==> src/rtl/uart_tx_arbiter_pkg.sv <==
// Shared definitions for the UART transmit arbiter.
//   uart_tx_state_e : frame sequencer states
//   DEFAULT_*       : default parameter values for the arbiter and its sub-blocks
//   wrap_inc        : modulo increment used by the round-robin pointer
package UartGlobalPkg;

  typedef enum logic [2:0] {
    IDLE,
    START,
    DATA,
    PARITY,
    STOP
  } uart_tx_state_e;

  localparam int DEFAULT_NUM_REQ    = 4;
  localparam int DEFAULT_CLK_DIV    = 16;
  localparam int DEFAULT_DATA_WIDTH = 8;
  localparam int DEFAULT_STOP_BITS  = 1;

  // (value + 1) mod modulus, without a divider.
  function automatic int wrap_inc(input int value, input int modulus);
    return (value + 1 >= modulus) ? 0 : value + 1;
  endfunction

endpackage

==> src/rtl/uart_rr_arbiter.sv <==
// Round-robin arbiter: combinational grant, registered priority pointer.
// The search starts at the pointer and wraps, so the requester just served
// drops to lowest priority once the pointer advances past it.
// Ports:
//   clk, reset  : clock, asynchronous active-high reset (pointer -> 0)
//   req         : per-requester request
//   enable      : when low, no grant is issued
//   advance     : a grant was accepted; pointer moves to grant_idx + 1
//   grant       : one-hot grant (all zero when nothing is granted)
//   grant_idx   : binary index of the granted requester (0 when none)
module uart_rr_arbiter
  import UartGlobalPkg::*;
#(
  parameter int NUM_REQ = DEFAULT_NUM_REQ
) (
  input  logic                       clk,
  input  logic                       reset,
  input  logic [NUM_REQ-1:0]         req,
  input  logic                       enable,
  input  logic                       advance,
  output logic [NUM_REQ-1:0]         grant,
  output logic [$clog2(NUM_REQ)-1:0] grant_idx
);

  localparam int IDX_W = $clog2(NUM_REQ);

  logic [IDX_W-1:0] ptr_q;

  always_comb begin
    // NOTE: every variable gets a default before any conditional assignment,
    // otherwise synthesis infers a latch to hold the old value.
    int   cand;
    logic found;
    grant     = '0;
    grant_idx = '0;
    found     = 1'b0;
    cand      = 0;
    for (int k = 0; k < NUM_REQ; k++) begin
      cand = int'(ptr_q) + k;
      if (cand >= NUM_REQ) cand = cand - NUM_REQ;
      if (enable && !found && req[cand]) begin
        found       = 1'b1;
        grant[cand] = 1'b1;
        grant_idx   = IDX_W'(cand);
      end
    end
  end

  // NOTE: sequential state is updated with non-blocking assignments so every
  // flop samples the pre-edge values regardless of statement order.
  always_ff @(posedge clk or posedge reset) begin
    if (reset) begin
      ptr_q <= '0;
    end else if (advance) begin
      ptr_q <= IDX_W'(wrap_inc(int'(grant_idx), NUM_REQ));
    end
  end

endmodule

==> src/rtl/uart_tx_arbiter.sv <==
// Shares one UART tx line between NUM_REQ byte producers. A round-robin
// arbiter picks one producer per frame; the accepted byte is sent as
// start, DATA_WIDTH data bits LSB first, optional parity, STOP_BITS stop bits,
// each bit lasting CLK_DIV clocks.
// Ports:
//   clk, reset  : clock, asynchronous active-high reset
//   req_valid   : per-requester byte valid (must be held until accepted)
//   req_data    : packed bytes, requester i at [i*DATA_WIDTH +: DATA_WIDTH]
//   req_ready   : one-hot acceptance, only ever high in IDLE
//   tx          : registered serial output, idles high
//   busy        : high from the accepting edge until the frame ends
//   grant_id    : index of the most recently accepted requester
//   frame_done  : one-cycle pulse in the first IDLE cycle after a frame
module uart_tx_arbiter
  import UartGlobalPkg::*;
#(
  parameter int NUM_REQ    = DEFAULT_NUM_REQ,
  parameter int DATA_WIDTH = DEFAULT_DATA_WIDTH,
  parameter int CLK_DIV    = DEFAULT_CLK_DIV,
  parameter int PARITY_EN  = 1,
  parameter int PARITY_ODD = 0,
  parameter int STOP_BITS  = DEFAULT_STOP_BITS
) (
  input  logic                          clk,
  input  logic                          reset,
  input  logic [NUM_REQ-1:0]            req_valid,
  input  logic [NUM_REQ*DATA_WIDTH-1:0] req_data,
  output logic [NUM_REQ-1:0]            req_ready,
  output logic                          tx,
  output logic                          busy,
  output logic [$clog2(NUM_REQ)-1:0]    grant_id,
  output logic                          frame_done
);

  localparam int IDX_W  = $clog2(NUM_REQ);
  localparam int BAUD_W = $clog2(CLK_DIV);
  localparam int BIT_W  = $clog2(DATA_WIDTH);

  localparam logic [BAUD_W-1:0] BAUD_LAST = BAUD_W'(CLK_DIV - 1);
  localparam logic [BIT_W-1:0]  BIT_LAST  = BIT_W'(DATA_WIDTH - 1);
  localparam logic              STOP_LAST = 1'(STOP_BITS - 1);

  uart_tx_state_e        state_q;
  logic                  tx_q;
  logic                  busy_q;
  logic                  frame_done_q;
  logic [IDX_W-1:0]      grant_id_q;
  logic [BAUD_W-1:0]     baud_q;
  logic [BAUD_W-1:0]     baud_d;
  logic [BIT_W-1:0]      bit_q;
  logic                  stop_q;
  logic [DATA_WIDTH-1:0] shift_q;
  logic                  parity_q;

  logic [NUM_REQ-1:0]    arb_grant;
  logic [IDX_W-1:0]      arb_idx;
  logic                  arb_enable;
  logic                  handshake;
  logic                  bit_end;
  logic [DATA_WIDTH-1:0] sel_data;

  // Gating with reset keeps req_ready low while reset is asserted, even
  // though the FSM already sits in IDLE.
  assign arb_enable = (state_q == IDLE) && !reset;

  uart_rr_arbiter #(
    .NUM_REQ (NUM_REQ)
  ) u_arb (
    .clk       (clk),
    .reset     (reset),
    .req       (req_valid),
    .enable    (arb_enable),
    .advance   (handshake),
    .grant     (arb_grant),
    .grant_idx (arb_idx)
  );

  assign req_ready = arb_grant;
  assign handshake = |(req_valid & arb_grant);
  assign bit_end   = (baud_q == BAUD_LAST);
  assign baud_d    = bit_end ? '0 : baud_q + 1'b1;

  always_comb begin
    sel_data = '0;
    for (int i = 0; i < NUM_REQ; i++) begin
      if (arb_grant[i]) sel_data = req_data[i*DATA_WIDTH +: DATA_WIDTH];
    end
  end

  always_ff @(posedge clk or posedge reset) begin
    if (reset) begin
      state_q      <= IDLE;
      tx_q         <= 1'b1;
      busy_q       <= 1'b0;
      frame_done_q <= 1'b0;
      grant_id_q   <= '0;
      baud_q       <= '0;
      bit_q        <= '0;
      stop_q       <= 1'b0;
      // NOTE: the shift register is a handful of flops, not a memory, so it is
      // reset too; this keeps simulation free of X on a never-used datapath.
      shift_q      <= '0;
      parity_q     <= 1'b0;
    end else begin
      frame_done_q <= 1'b0;
      if (state_q != IDLE) baud_q <= baud_d;

      case (state_q)
        IDLE: begin
          tx_q <= 1'b1;
          if (handshake) begin
            shift_q    <= sel_data;
            parity_q   <= (^sel_data) ^ (PARITY_ODD != 0);
            grant_id_q <= arb_idx;
            baud_q     <= '0;
            state_q    <= START;
            tx_q       <= 1'b0;
            busy_q     <= 1'b1;
          end
        end

        START: begin
          if (bit_end) begin
            state_q <= DATA;
            bit_q   <= '0;
            tx_q    <= shift_q[0];
            shift_q <= shift_q >> 1;
          end
        end

        DATA: begin
          if (bit_end) begin
            if (bit_q == BIT_LAST) begin
              if (PARITY_EN != 0) begin
                state_q <= PARITY;
                tx_q    <= parity_q;
              end else begin
                state_q <= STOP;
                stop_q  <= 1'b0;
                tx_q    <= 1'b1;
              end
            end else begin
              bit_q   <= bit_q + 1'b1;
              tx_q    <= shift_q[0];
              shift_q <= shift_q >> 1;
            end
          end
        end

        PARITY: begin
          if (bit_end) begin
            state_q <= STOP;
            stop_q  <= 1'b0;
            tx_q    <= 1'b1;
          end
        end

        STOP: begin
          if (bit_end) begin
            if (stop_q == STOP_LAST) begin
              state_q      <= IDLE;
              busy_q       <= 1'b0;
              frame_done_q <= 1'b1;
            end else begin
              stop_q <= stop_q + 1'b1;
            end
          end
        end

        default: begin
          state_q <= IDLE;
          tx_q    <= 1'b1;
          busy_q  <= 1'b0;
        end
      endcase
    end
  end

  assign tx         = tx_q;
  assign busy       = busy_q;
  assign grant_id   = grant_id_q;
  assign frame_done = frame_done_q;

endmodule
==> config.mk <==
export PLATFORM = sky130hd
export DESIGN_NAME = uart_tx_arbiter
export DESIGN_NICKNAME = d
export VERILOG_FILES = /design/src/rtl/uart_tx_arbiter_pkg.sv /design/src/rtl/uart_rr_arbiter.sv /design/src/rtl/uart_tx_arbiter.sv
export SDC_FILE = /design/constraint.sdc
export NUM_CORES = 1
export LEC_CHECK = 0
export BUFFER_PORTS_ARGS = -buffer_cell sky130_fd_sc_hd__clkbuf_2
export CORE_UTILIZATION = 59
export CTS_CLUSTER_SIZE = 20
export DETAILED_ROUTE_END_ITERATION = 6
export PLACE_DENSITY = 0.86
export SYNTH_ARGS = -nofsm -noshare
export SYNTH_HDL_FRONTEND = slang
export SYNTH_SLANG_ARGS = --single-unit
export TNS_END_PERCENT = 20
==> constraint.sdc <==
create_clock -name clk -period 6.7 [get_ports clk]
set_input_delay 0.335 -clock clk [delete_from_list [all_inputs] [get_ports clk]]
set_output_delay 0.335 -clock clk [all_outputs]
set_load 0.02 [all_outputs]
==> impl_metrics.prom <==
# TYPE chip_impl_metric gauge
chip_impl_info{name="status",value="complete, no violations"} 1
chip_impl_metric{name="fin_cells",unit=""} 321
chip_impl_info{name="rsz0062_at_grt",value="no"} 1
chip_impl_metric{name="nets",unit=""} 325
chip_impl_metric{name="antenna-diode-count",unit=""} 0
chip_impl_metric{name="ys_seq_elements",unit=""} 26
chip_impl_metric{name="max_clock_freq",unit="GHz"} 0.221
chip_impl_info{name="cpMaxStageDelayCell",value="sky130_fd_sc_hd__dfrtp_1"} 1
chip_impl_metric{name="port_buffers",unit=""} 46
chip_impl_metric{name="global_route_wire_length_before_repair",unit="mm"} 7.36
chip_impl_metric{name="die_width",unit="um"} 61.2
chip_impl_metric{name="std_cell_rows",unit=""} 21
chip_impl_metric{name="fillCellCount",unit=""} 305
chip_impl_metric{name="ant_nets",unit=""} 0
chip_impl_metric{name="path_clk_slew",unit="ns"} 0.14
chip_impl_metric{name="crit_required",unit="ns"} 6.96
chip_impl_metric{name="worstPathMaxFanout",unit=""} 14
chip_impl_info{name="timing.critical_path.cells",value="inv_1 -> ha_1 -> mux4_2 -> or3b_1 -> a21oi_2 -> a221oi_2 -> or2b_4 -> a221o_1 -> o221ai_1 -> xnor3_1 -> xnor3_1 -> a21oi_1"} 1
chip_impl_info{name="critPathLaunchType",value="flip-flop"} 1
chip_impl_metric{name="multi_input_area",unit="mm2"} 0.00127
chip_impl_metric{name="area_growth_syn_to_layout",unit="%"} 11.9
chip_impl_info{name="min-delay-path-class",value="input pin to asynchronous set/reset pin"} 1
chip_impl_metric{name="clock-skew-final",unit="ns"} 0.00326
chip_impl_metric{name="wl",unit="mm"} 4.46
chip_impl_metric{name="timing.hold.ws",unit="ns"} 0.191
chip_impl_metric{name="yosys_warnings",unit=""} 0
chip_impl_info{name="timing.setup.critical_path_class",value="flip-flop to flip-flop"} 1
chip_impl_metric{name="dp_cells",unit=""} 317
chip_impl_metric{name="cts-buffers-inserted",unit=""} 3
chip_impl_metric{name="powerDensity",unit="mW/mm2"} 112
chip_impl_metric{name="period_needed",unit="ns"} 4.52
chip_impl_metric{name="critical_path_arrival",unit="ns"} 4.78
chip_impl_metric{name="grt_max_degree",unit=""} 28
chip_impl_metric{name="fp.dieH",unit="um"} 61.2
chip_impl_metric{name="drt-pass1-iter-count",unit=""} 4
chip_impl_metric{name="slowest_delay",unit="ns"} 0.66
chip_impl_metric{name="drc",unit=""} 0
chip_impl_metric{name="cts_resized",unit=""} 0
chip_impl_info{name="timing.rr.start",value="u_arb.ptr_q[0]$_DFFE_PP0N_"} 1
chip_impl_metric{name="p_leak",unit="nW"} 1.06
chip_impl_metric{name="synth_sequential_area_ratio",unit="%"} 31.5
chip_impl_metric{name="grtUsageTotal",unit="%"} 26.0
chip_impl_metric{name="initial_utilization",unit="%"} 62.0
chip_impl_info{name="critical_path.endpoint_type",value="flip-flop"} 1
chip_impl_metric{name="cp_num_buf_inv",unit=""} 1
chip_impl_metric{name="core_area",unit="mm2"} 0.00334
chip_impl_metric{name="final.period_utilization",unit="%"} 67.5
chip_impl_metric{name="routed-via-count",unit=""} 1910
chip_impl_metric{name="slew_headroom",unit="%"} 34.1
chip_impl_metric{name="worst_case_vdd_ir_drop",unit="mV"} 0.136
chip_impl_metric{name="yosys.cell_types.count",unit=""} 53
chip_impl_metric{name="synth_cells",unit=""} 238
chip_impl_info{name="yosys_most_used_dff",value="sky130_fd_sc_hd__dfrtp_1"} 1
chip_impl_info{name="critPathMostFrequentCell",value="sky130_fd_sc_hd__xnor3_1"} 1
chip_impl_metric{name="area_of_the_die",unit="mm2"} 0.00375
chip_impl_metric{name="mappedNetlistNets",unit=""} 287
chip_impl_metric{name="io_pins",unit=""} 47
chip_impl_metric{name="final_util",unit="%"} 69.4
chip_impl_metric{name="post_synth.cell_area_avg",unit="um2"} 8.69
chip_impl_metric{name="area.sequential",unit="um2"} 652
chip_impl_metric{name="first_global_vias",unit=""} 1738
chip_impl_metric{name="synth_enable_flop_cells",unit=""} 0
chip_impl_metric{name="drv_slew",unit=""} 0
chip_impl_metric{name="max_cap_violations",unit=""} 0
chip_impl_metric{name="cts_htree_levels",unit=""} 1
chip_impl_metric{name="clkLatencyLatePin",unit="ns"} 0.32
chip_impl_metric{name="place.gp.congestion",unit=""} 0.842
chip_impl_metric{name="postCtsHoldBufs",unit=""} 0
chip_impl_metric{name="routedWlPerCell",unit="um"} 13.9
chip_impl_metric{name="ys_async_sr_fraction",unit="%"} 100
chip_impl_metric{name="timing.final.setup_violations",unit=""} 0
chip_impl_metric{name="numClockSinks",unit=""} 26
chip_impl_metric{name="cts_buffer_depth",unit=""} 2
chip_impl_metric{name="worst-slew-pin-transition",unit="ns"} 0.987
chip_impl_metric{name="antenna_found_initial",unit=""} 0
chip_impl_metric{name="detailed_place_hpwl",unit="mm"} 3.34
chip_impl_info{name="timing.critical_path.max_delay_family",value="compound AO/OA/AOI/OAI gates"} 1
chip_impl_metric{name="hold_viol_final",unit=""} 0
chip_impl_metric{name="finalSetupTns",unit="ns"} 0
chip_impl_metric{name="cts_post_setup_buffers_inserted",unit=""} 0
chip_impl_metric{name="drive_above_1_share",unit="%"} 25.1
chip_impl_metric{name="syn-cell-area",unit="mm2"} 0.00207
chip_impl_metric{name="globalRoute.totalOverflow",unit=""} 0
chip_impl_metric{name="post-layout-total-power",unit="W"} 0.000260
chip_impl_info{name="cts_tree",value="built"} 1
chip_impl_info{name="cts_root_buffer",value="sky130_fd_sc_hd__clkbuf_4"} 1
chip_impl_info{name="critPathLaunch",value="u_arb.ptr_q[0]$_DFFE_PP0N_"} 1
chip_impl_metric{name="routed_via_density",unit=""} 5.95
chip_impl_metric{name="first_iter_violations",unit=""} 130
-- flip-flops by register name, indices dropped and copies added (netlist names) --
| register | cells |
|---|---|
| bit_q | 3 |
| shift_q | 8 |
| u_arb.ptr_q | 2 |
| baud_q | 4 |
| frame_done | 1 |
| state_q | 3 |
| busy | 1 |
| parity_q | 1 |
| grant_id | 2 |
| tx | 1 |
-- path summary, 6_finish.rpt --
check / to / slack (ns) / depth (start not counted)
worst max-delay path: parity_q$_DFFE_PP0P_ / 2.18 / 12
max in group asynchronous: shift_q[2]$_DFFE_PP0P_ / 5.91 / 2
worst max register to register: parity_q$_DFFE_PP0P_ / 2.18 / 12
worst min-delay path: u_arb.ptr_q[0]$_DFFE_PP0N_ / 0.19 / 2
worst min register to register: busy$_DFFE_PP0P_ / 0.49 / 2
min in group clk: shift_q[7]$_DFFE_PP0P_ / 0.42 / 3
-- where the power goes --
| part | switching (W) | internal [W] |
|---|---|---|
| Combinational | 0.0000121 | 0.0000113 |
| Sequential | 0 | 0.000157 |
| Clock | 0.0000462 | 0.0000333 |
-- area by class of cell --
| class | instances | area share, % |
|---|---|---|
| Multi-Input combinational cell | 183 | 55.0 |
| Sequential cell | 26 | 28.2 |
| Timing Repair Buffer | 46 | 9.95 |
| Inverter | 16 | 2.81 |
| Tap cell | 46 | 2.49 |
| Clock buffer | 4 | 1.57 |
-- cells by family (layout without fill, tap and decap cells) --
group / count (synthesis) / after routing / synth area share [%]
AOI/OAI and AO/OA: 69 / 69 / 24.4
xor gates and xnor gates: 6 / 6 / 3.87
adders and majority gates: 11 / 11 / 6.65
buffers and inverters: 29 / 66 / 6.90
DFF: 26 / 26 / 31.5
muxes: 6 / 6 / 4.78
and+or+nand+nor: 91 / 91 / 21.9
-- placed cells by master, fill, tap and decap left out, types with 3 or more instances in the layout --
cell type / instances
sky130_fd_sc_hd__nor2_1: 28
sky130_fd_sc_hd__o22ai_1: 3
sky130_fd_sc_hd__dfrtp_1: 25
sky130_fd_sc_hd__clkbuf_4: 3
sky130_fd_sc_hd__a221o_1: 6
sky130_fd_sc_hd__clkbuf_2: 46
sky130_fd_sc_hd__o221ai_1: 5
sky130_fd_sc_hd__a21oi_1: 18
sky130_fd_sc_hd__inv_1: 14
sky130_fd_sc_hd__a31oi_1: 5
sky130_fd_sc_hd__nand2_1: 31
sky130_fd_sc_hd__mux4_2: 3
sky130_fd_sc_hd__nor3_1: 5
sky130_fd_sc_hd__o21ai_0: 11
sky130_fd_sc_hd__nor3b_1: 4
sky130_fd_sc_hd__or3b_1: 4
sky130_fd_sc_hd__nand3_1: 7
sky130_fd_sc_hd__or3_1: 3
sky130_fd_sc_hd__ha_1: 11
-- cell usage after synthesis (3+ instances only) --
| cell type | instances | area share, % |
|---|---|---|
| sky130_fd_sc_hd__o21ai_0 | 11 | 2.7 |
| sky130_fd_sc_hd__mux4_2 | 3 | 3.3 |
| sky130_fd_sc_hd__buf_6 | 3 | 1.6 |
| sky130_fd_sc_hd__dfrtp_1 | 25 | 30 |
| sky130_fd_sc_hd__a31oi_1 | 5 | 1.5 |
| sky130_fd_sc_hd__nand3_1 | 7 | 1.7 |
| sky130_fd_sc_hd__a21oi_1 | 18 | 4.4 |
| sky130_fd_sc_hd__ha_1 | 11 | 6.7 |
| sky130_fd_sc_hd__nor3b_1 | 4 | 1.5 |
| sky130_fd_sc_hd__inv_1 | 14 | 2.5 |
| sky130_fd_sc_hd__a221o_1 | 6 | 2.9 |
| sky130_fd_sc_hd__o221ai_1 | 5 | 2.1 |
| sky130_fd_sc_hd__or3b_1 | 4 | 1.7 |
| sky130_fd_sc_hd__o22ai_1 | 3 | 0.91 |
| sky130_fd_sc_hd__nor2_1 | 28 | 5.1 |
| sky130_fd_sc_hd__nand2_1 | 31 | 5.6 |
| sky130_fd_sc_hd__nor3_1 | 5 | 1.2 |
| sky130_fd_sc_hd__or3_1 | 3 | 0.91 |
| sky130_fd_sc_hd__clkbuf_1 | 7 | 1.3 |
-- per-stage QoR --
stage | area (um2) | worst slack, ns
2_1_floorplan | 2070 | 2.78
3_3_place_gp | 2280 | 2.39
3_5_place_dp | 2280 | 2.21
4_1_cts | 2310 | 2.19
5_1_grt | 2310 | 1.83
6_report | 2310 | 2.18
-- worst register-to-register path, cell delays in order, from the launching register on --
cell	delay, ns
sky130_fd_sc_hd__dfrtp_1	0.66
sky130_fd_sc_hd__inv_1	0.25
sky130_fd_sc_hd__ha_1	0.50
sky130_fd_sc_hd__mux4_2	0.42
sky130_fd_sc_hd__or3b_1	0.21
sky130_fd_sc_hd__a21oi_2	0.06
sky130_fd_sc_hd__a221oi_2	0.65
sky130_fd_sc_hd__or2b_4	0.38
sky130_fd_sc_hd__a221o_1	0.26
sky130_fd_sc_hd__o221ai_1	0.10
sky130_fd_sc_hd__xnor3_1	0.44
sky130_fd_sc_hd__xnor3_1	0.37
sky130_fd_sc_hd__a21oi_1	0.15
-- routing by layer --
metal	track usage [%]	part of all wire (%)
met5	0	0
met4	7.14	0.31
met2	46.0	51
met3	5.25	3.1
met1	32.2	45
(Power assumes the default switching activity.)
